`src/rtl/alu_pkg.sv`:
```
// Shared constants and types for the ALU-side datapath blocks.
// Holds the serial demux lane default and its two-state FSM encoding.
package alu_pkg;

  localparam int unsigned DEMUX_LANES = 4;

  typedef enum logic {
    ST_COLLECT = 1'b0,
    ST_FULL    = 1'b1
  } demux_state_e;

endpackage

```
`src/rtl/demux_1_to_n.sv`:
```
// Combinational 1-to-WIDTH decoder: the decode dual of the bit-select mux tree.
// Produces a one-hot write enable for the selected lane, all-zero when disabled.
module demux_1_to_n #(
  parameter int unsigned WIDTH = 4,
  parameter int unsigned SEL_W = $clog2(WIDTH)
) (
  input  logic             enable,
  input  logic [SEL_W-1:0] select,
  output logic [WIDTH-1:0] lane_we
);

  always_comb begin
    lane_we = '0;
    if (enable) begin
      lane_we = WIDTH'(1) << select;
    end
  end

endmodule

```
`src/rtl/serial_demux.sv`:
```
// Serial-to-parallel demultiplexer: steers accepted bits LSB-first into lanes
// of data_out and presents the full word with a valid/ready handshake.
module serial_demux
  import alu_pkg::*;
#(
  parameter int unsigned WIDTH = DEMUX_LANES
) (
  input  logic                       clk,
  input  logic                       rst_n,
  input  logic                       clear,
  input  logic                       data_in,
  input  logic                       in_valid,
  output logic                       in_ready,
  output logic [WIDTH-1:0]           data_out,
  output logic                       out_valid,
  input  logic                       out_ready,
  output logic [$clog2(WIDTH)-1:0]   lane,
  output logic                       overflow
);

  localparam int unsigned SEL_W = $clog2(WIDTH);
  localparam logic [SEL_W-1:0] LAST_LANE = SEL_W'(WIDTH - 1);

  demux_state_e     state_q, state_d;
  logic [SEL_W-1:0] lane_d;
  logic             overflow_d;
  logic             in_ready_d;
  logic             out_valid_d;
  logic             write_en_c;
  logic [WIDTH-1:0] lane_we;

  // A clear in the same cycle as a valid bit drops the bit.
  assign write_en_c = in_valid & in_ready & ~clear;

  demux_1_to_n #(
    .WIDTH (WIDTH),
    .SEL_W (SEL_W)
  ) u_decode (
    .enable  (write_en_c),
    .select  (lane),
    .lane_we (lane_we)
  );

  // State, lane counter, flags and the registered handshake outputs.
  always_ff @(posedge clk or negedge rst_n) begin
    if (!rst_n) begin
      state_q   <= ST_COLLECT;
      lane      <= '0;
      overflow  <= 1'b0;
      in_ready  <= 1'b1;
      out_valid <= 1'b0;
    end else begin
      state_q   <= state_d;
      lane      <= lane_d;
      overflow  <= overflow_d;
      in_ready  <= in_ready_d;
      out_valid <= out_valid_d;
    end
  end

  // Lane register bank; clear leaves the stored lanes untouched.
  always_ff @(posedge clk or negedge rst_n) begin
    if (!rst_n) begin
      data_out <= '0;
    end else begin
      for (int unsigned k = 0; k < WIDTH; k++) begin
        if (lane_we[k]) begin
          data_out[k] <= data_in;
        end
      end
    end
  end

  always_comb begin
    state_d     = state_q;
    lane_d      = lane;
    overflow_d  = overflow;
    in_ready_d  = 1'b1;
    out_valid_d = 1'b0;

    if (clear) begin
      state_d    = ST_COLLECT;
      lane_d     = '0;
      overflow_d = 1'b0;
    end else begin
      if (in_valid && !in_ready) begin
        overflow_d = 1'b1;
      end
      unique case (state_q)
        ST_COLLECT: begin
          if (in_valid) begin
            lane_d = lane + SEL_W'(1);
            if (lane == LAST_LANE) begin
              state_d = ST_FULL;
            end
          end
        end
        ST_FULL: begin
          if (out_ready) begin
            state_d = ST_COLLECT;
          end
        end
        default: state_d = ST_COLLECT;
      endcase
    end

    in_ready_d  = (state_d == ST_COLLECT);
    out_valid_d = (state_d == ST_FULL);
  end

endmodule

```
`config.mk`:
```
export PLATFORM = sky130hd
export DESIGN_NAME = serial_demux
export DESIGN_NICKNAME = d
export VERILOG_FILES = /design/src/rtl/alu_pkg.sv /design/src/rtl/demux_1_to_n.sv /design/src/rtl/serial_demux.sv
export SDC_FILE = /design/constraint.sdc
export NUM_CORES = 1
export LEC_CHECK = 0
export ABC_CLOCK_PERIOD_IN_PS = 1550
export BUFFER_PORTS_ARGS = -buffer_cell sky130_fd_sc_hd__clkbuf_2
export CORE_AREA = 2 2 39 41
export CTS_BUF_LIST = sky130_fd_sc_hd__clkbuf_4 sky130_fd_sc_hd__clkbuf_8
export CTS_CLUSTER_DIAMETER = 30
export DETAILED_ROUTE_END_ITERATION = 8
export DIE_AREA = 0 0 41 43
export GPL_ROUTABILITY_DRIVEN = 0
export GPL_TIMING_DRIVEN = 0
export HOLD_SLACK_MARGIN = 0.02
export RECOVER_POWER = 25
export SLEW_MARGIN = 20
export SYNTH_ARGS = -nofsm -noshare
export SYNTH_HDL_FRONTEND = slang
export SYNTH_HIERARCHICAL = 1
export SYNTH_SLANG_ARGS = --single-unit
```
`constraint.sdc`:
```
create_clock -name clk -period 1.55 [get_ports clk]
set_input_delay 0.155 -clock clk [delete_from_list [all_inputs] [get_ports clk]]
set_output_delay 0.155 -clock clk [all_outputs]
set_load 0.005 [all_outputs]
```
# == Word-level counts from Yosys, hierarchy flattened ==
# Cells that the tools add are included.
# word_totals
register_bits,9
latchBits,0
ramBits,0
mem_count,0
word_cells,33
out_inout_bits,9
romBits,0
# op_classes
mux,11
bitwise,5
order_cmp,0
eq_ne,2
n_addsub,1
mul,0
n_shift,1
n_div,0
n_reduce_logical,5
# ops
operator,n
$mux W1,6
$mux W2,3
$mux W4,1
$reduce_bool A2 Y1,2
$shl A1 B2 Y4 const A,1
$not A1 Y1,3
$add A2 B1 Y2 const B,1
$and A1 B1 Y1,2
$eq A2 B2 Y1 const B,1
$ne A2 B2 Y1 const B,1
$pmux W1 S2,1
$reduce_and A2 Y1,1
$logic_and A1 B1 Y1,1
$logic_not A1 Y1,1

# == Depth between registers and ports, before layout ==
# depth
word_depth,6
ltp_mapped,4
ltp_nobuf,4

# == Cells and area by module ==
# Netlist, hierarchy kept.
# modules_own_cells
module,area_per_inst_um2,instances,cells_per_inst
serial_demux,391.6,1,28
demux_1_to_n,37.5,1,4

# == Worst setup path after synthesis ==
# No wires, ideal clock.
# synth_path
path_type,register to register
startpoint,register in_ready
endpoint,register data_out[0]
stages_incl_launch_ff,4
required_time_ns,1.425
setup_slack_ns,0.238
setup_ns,0.125
arrival_ns,1.187
cell_sequence,dfstp_2 -> and3_1 -> nor3b_2 -> mux2_2
# synth_between
elab_chain_len,3
# synth_lines
element,line_no,source
from (decl),serial_demux.sv:13,"output logic in_ready,"
from (signal assigned),serial_demux.sv:56,in_ready <= in_ready_d;
$and A1 B1 Y1 (2 in series),serial_demux.sv:33,assign write_en_c = in_valid & in_ready & ~clear;
named net write_en_c,serial_demux.sv:29,logic write_en_c;
$mux W4,demux_1_to_n.sv:14,if (enable) begin
named net lane_we[0],serial_demux.sv:30,logic [WIDTH-1:0] lane_we;
"to (signal, indexed assignment)",serial_demux.sv:68,data_out[k] <= data_in;
to (decl),serial_demux.sv:14,"output logic [WIDTH-1:0] data_out,"
# The timed path passes the listed nets, and every way through them passes these cells.
# A chain may end at the register's enable or synchronous reset.

# == Final worst setup path ==
# Same ends and word-level chain as after synthesis.

==> impl_metrics.toml <==
[grt]
grt_use_total = 0.110
grt_overflow = 0
grt_pass1_wl_um = 1220
use_met1 = 0.133
gr-usage-met3 = 0.0628
antenna_found_initial = 0
grt_use_met2 = 0.147
grt_max_degree = 10
top_usage_layer = "met2"
grt_pass1_vias = 289

[timing]
slew_viol_final = 0
layout_min_cycle_time_ns = 1.39
tightest_slew_ns = 0.506
timing_hold_violations_final = 0
fmax_mhz = 720
grt_setup_unrepaired = "false"
slew_headroom = 0.663
finalClockSkew_ns = 0.00117
fin_tns_setup_ns = 0
post-route-period-util = 0.896
hold_ws_ns = 0.169
final-setup-viol-count = 0

[worst_setup_path]
path_max_fanout = 4
critPathMaxStageDelay_ns = 0.53
worstPathCellList = "and3_1 > nor3b_2 > mux2_2"
rr_worst_depth = 3
cp-end-kind = "flop"
cp_num_cells = 3
cp_slowest_cell = "dfstp_2"
crit_buf_inv = 0
worst_setup_path_start_kind = "flop"
cp_data_arrival_time_ns = 1.53
crit_required_ns = 1.69
crit_family = "flip-flops"
reg2reg_from = "in_ready$_DFF_PN1_"
worstReg2RegEnd = "data_out[0]$_DFFE_PN0P_"
r2r_slack_ns = 0.16
critPathKind = "flop to flop"

[run]
max_cap_viol_count = 0

[layout]
nets = 59
drive_gt1_frac = 0.510
synthToLayoutAreaGrowth_pct = 30.0
antenna_cells = 0
fill_cells = 138
final_core_util = 0.403

[synthesis]
yosysSeqAreaShare = 0.528
synth_top_family_by_area = "simple AND/OR/NAND/NOR gates"
synth_top_area_cell = "dfrtp_1"
synth_top_area_frac = 0.466
synth_seq_cells = 9
avgSynthCellArea_um2 = 13.4
synth_xor_area_frac = 0
synthMuxAreaShare = 0.140
synth_area_um2 = 429
ys_types = 19
synth-adder-area-share = 0.0292
syn-num-nets = 39
yosys-top-cells-area = "dfrtp_1 (47%), mux2_2 (10%), dfstp_2 (6.1%)"
yosysWarnings = 6
postSynthCellCount = 32
synth_compound_area_frac = 0.0729
synth_simple_gate_area_share = 0.222

[worst_hold_path]
hp-start = "out_ready"
worstHoldPathCells = 3
worstHoldPathType = "input pin to flop"
hold_end = "in_ready$_DFF_PN1_"

[clock_tree]
cts.path.max_buffers = 2
cts_tree = "done"
htreeDepth = 1
clock_sink_count = 9
numCtsBuffers = 3
clkTransAtPathRegs_ns = 0.06
root_buffer = "clkbuf_4"
post_cts_buffers = 0
insertion_delay_ns = 0.25
holdBufCountCts = 1
ctsResizeCount = 0

[floorplan]
rows = 14
io-pin-count = 15
die_w_um = 41
start_util = 0.310
dieArea_mm2 = 0.00176
die_h_um = 43
coreArea_mm2 = 0.00138

[route]
totalWireLength_um = 775
via_per_inst = 4.63
detail-route-antenna-nets = 0
drtIter0Drc = 3
drc = 0
routedWlPerCell_um = 11.6
num_vias = 310
dr.pass1.iters = 2

[power]
comb_power_share = 0.181
p_sw_frac = 0.239
leakagePower_nw = 0.289
power.net_switching_uw = 143
ir_worst_vdd_mv = 0.546
intPower_uw = 453
powerDensity_mw_per_mm2 = 1070
pwr-share-clk = 0.326
power_uw = 596
p_seq_frac = 0.493

[place]
io_buffers = 14

[run_status]
status = "finished, final reports clean"
==> power groups by stage <==
stage	Combinational, mW	Clock (mW)	Sequential (mW)
floorplan	0.0506	0	0.299
global placement	0.106	0	0.298
detailed placement	0.109	0	0.299
CTS	0.111	0.207	0.295
global route	0.124	0.218	0.300
finish	0.108	0.194	0.294
==> final cells by class <==
cell class / instances / area [um2] / area share
flip-flops and latches: 9 / 226 / 0.406
repair buffers: 15 / 78.8 / 0.141
clock buffers: 4 / 30.0 / 0.0538
inverters: 1 / 3.75 / 0.00673
multi-input cells: 22 / 199 / 0.357
well taps: 16 / 20.0 / 0.0359
==> cell usage after synthesis, drive strengths merged <==
cell type  number
nor2            2
nor2b           3
o21ai           1
dfrtp           8
dfstp           1
inv             1
ha              1
mux2            5
nand2b          1
o21a            1
a32oi           1
nand4bb         1
and3b           2
a32o            1
and3            2
nor3b           1
==> metal layers <==
metal  vias up  wire length (um)
met3         2                44
met1       141               392
met4         0                10
met5         -                 0
met2        12               328
li1        155                 -
==> stage by stage <==
| step | instances | setup slack (ns) | instance area, um2 |
|---|---|---|---|
| 5_1_grt | 67 | 0.102 | 558 |
| 6_report | 67 | 0.162 | 558 |
| 3_5_place_dp | 62 | 0.177 | 519 |
| 3_3_place_gp | 62 | 0.193 | 519 |
| 2_1_floorplan | 32 | 0.238 | 429 |
| 4_1_cts | 67 | 0.156 | 559 |
==> logic make-up (layout without fill, tap and decap cells) <==
family / after synthesis / count (layout)
AOI/OAI and AO/OA: 4 / 4
buffers and inverters: 1 / 20
adders and majority gates: 1 / 1
DFF: 9 / 9
and+or+nand+nor: 12 / 12
muxes: 5 / 5
==> worst reg2reg max path, stage by stage, from the launching register on <==
cell and delay, ns:
dfstp_2 0.53, and3_1 0.21, nor3b_2 0.19, mux2_2 0.34
==> registers in the layout (all words and copies together), names as in the netlist <==
register and count:
data_out 4, overflow 1, state_q 1, lane 2
in_ready 1
==> worst max path at each step <==
stage / startpoint / endpoint / slack [ns]
2_1_floorplan: in_ready$_DFF_PN1_ / data_out[0]$_DFFE_PN0P_ / 0.24
3_3_place_gp: in_ready$_DFF_PN1_ / data_out[0]$_DFFE_PN0P_ / 0.19
3_5_place_dp: in_ready$_DFF_PN1_ / data_out[0]$_DFFE_PN0P_ / 0.18
4_1_cts: in_ready$_DFF_PN1_ / data_out[0]$_DFFE_PN0P_ / 0.16
5_1_grt: in_ready$_DFF_PN1_ / data_out[0]$_DFFE_PN0P_ / 0.10
6_report: in_ready$_DFF_PN1_ / data_out[0]$_DFFE_PN0P_ / 0.16
==> cells in the final DEF (no fill, tap or decap), types with 2 or more instances in the layout <==
| cell | count |
|---|---|
| and3b_1 | 2 |
| clkbuf_2 | 13 |
| clkbuf_4 | 4 |
| dfrtp_1 | 8 |
| mux2_2 | 4 |
| nor2_1 | 2 |
| nor2b_1 | 2 |
No activity file was read; power rests on OpenSTA's default activity.
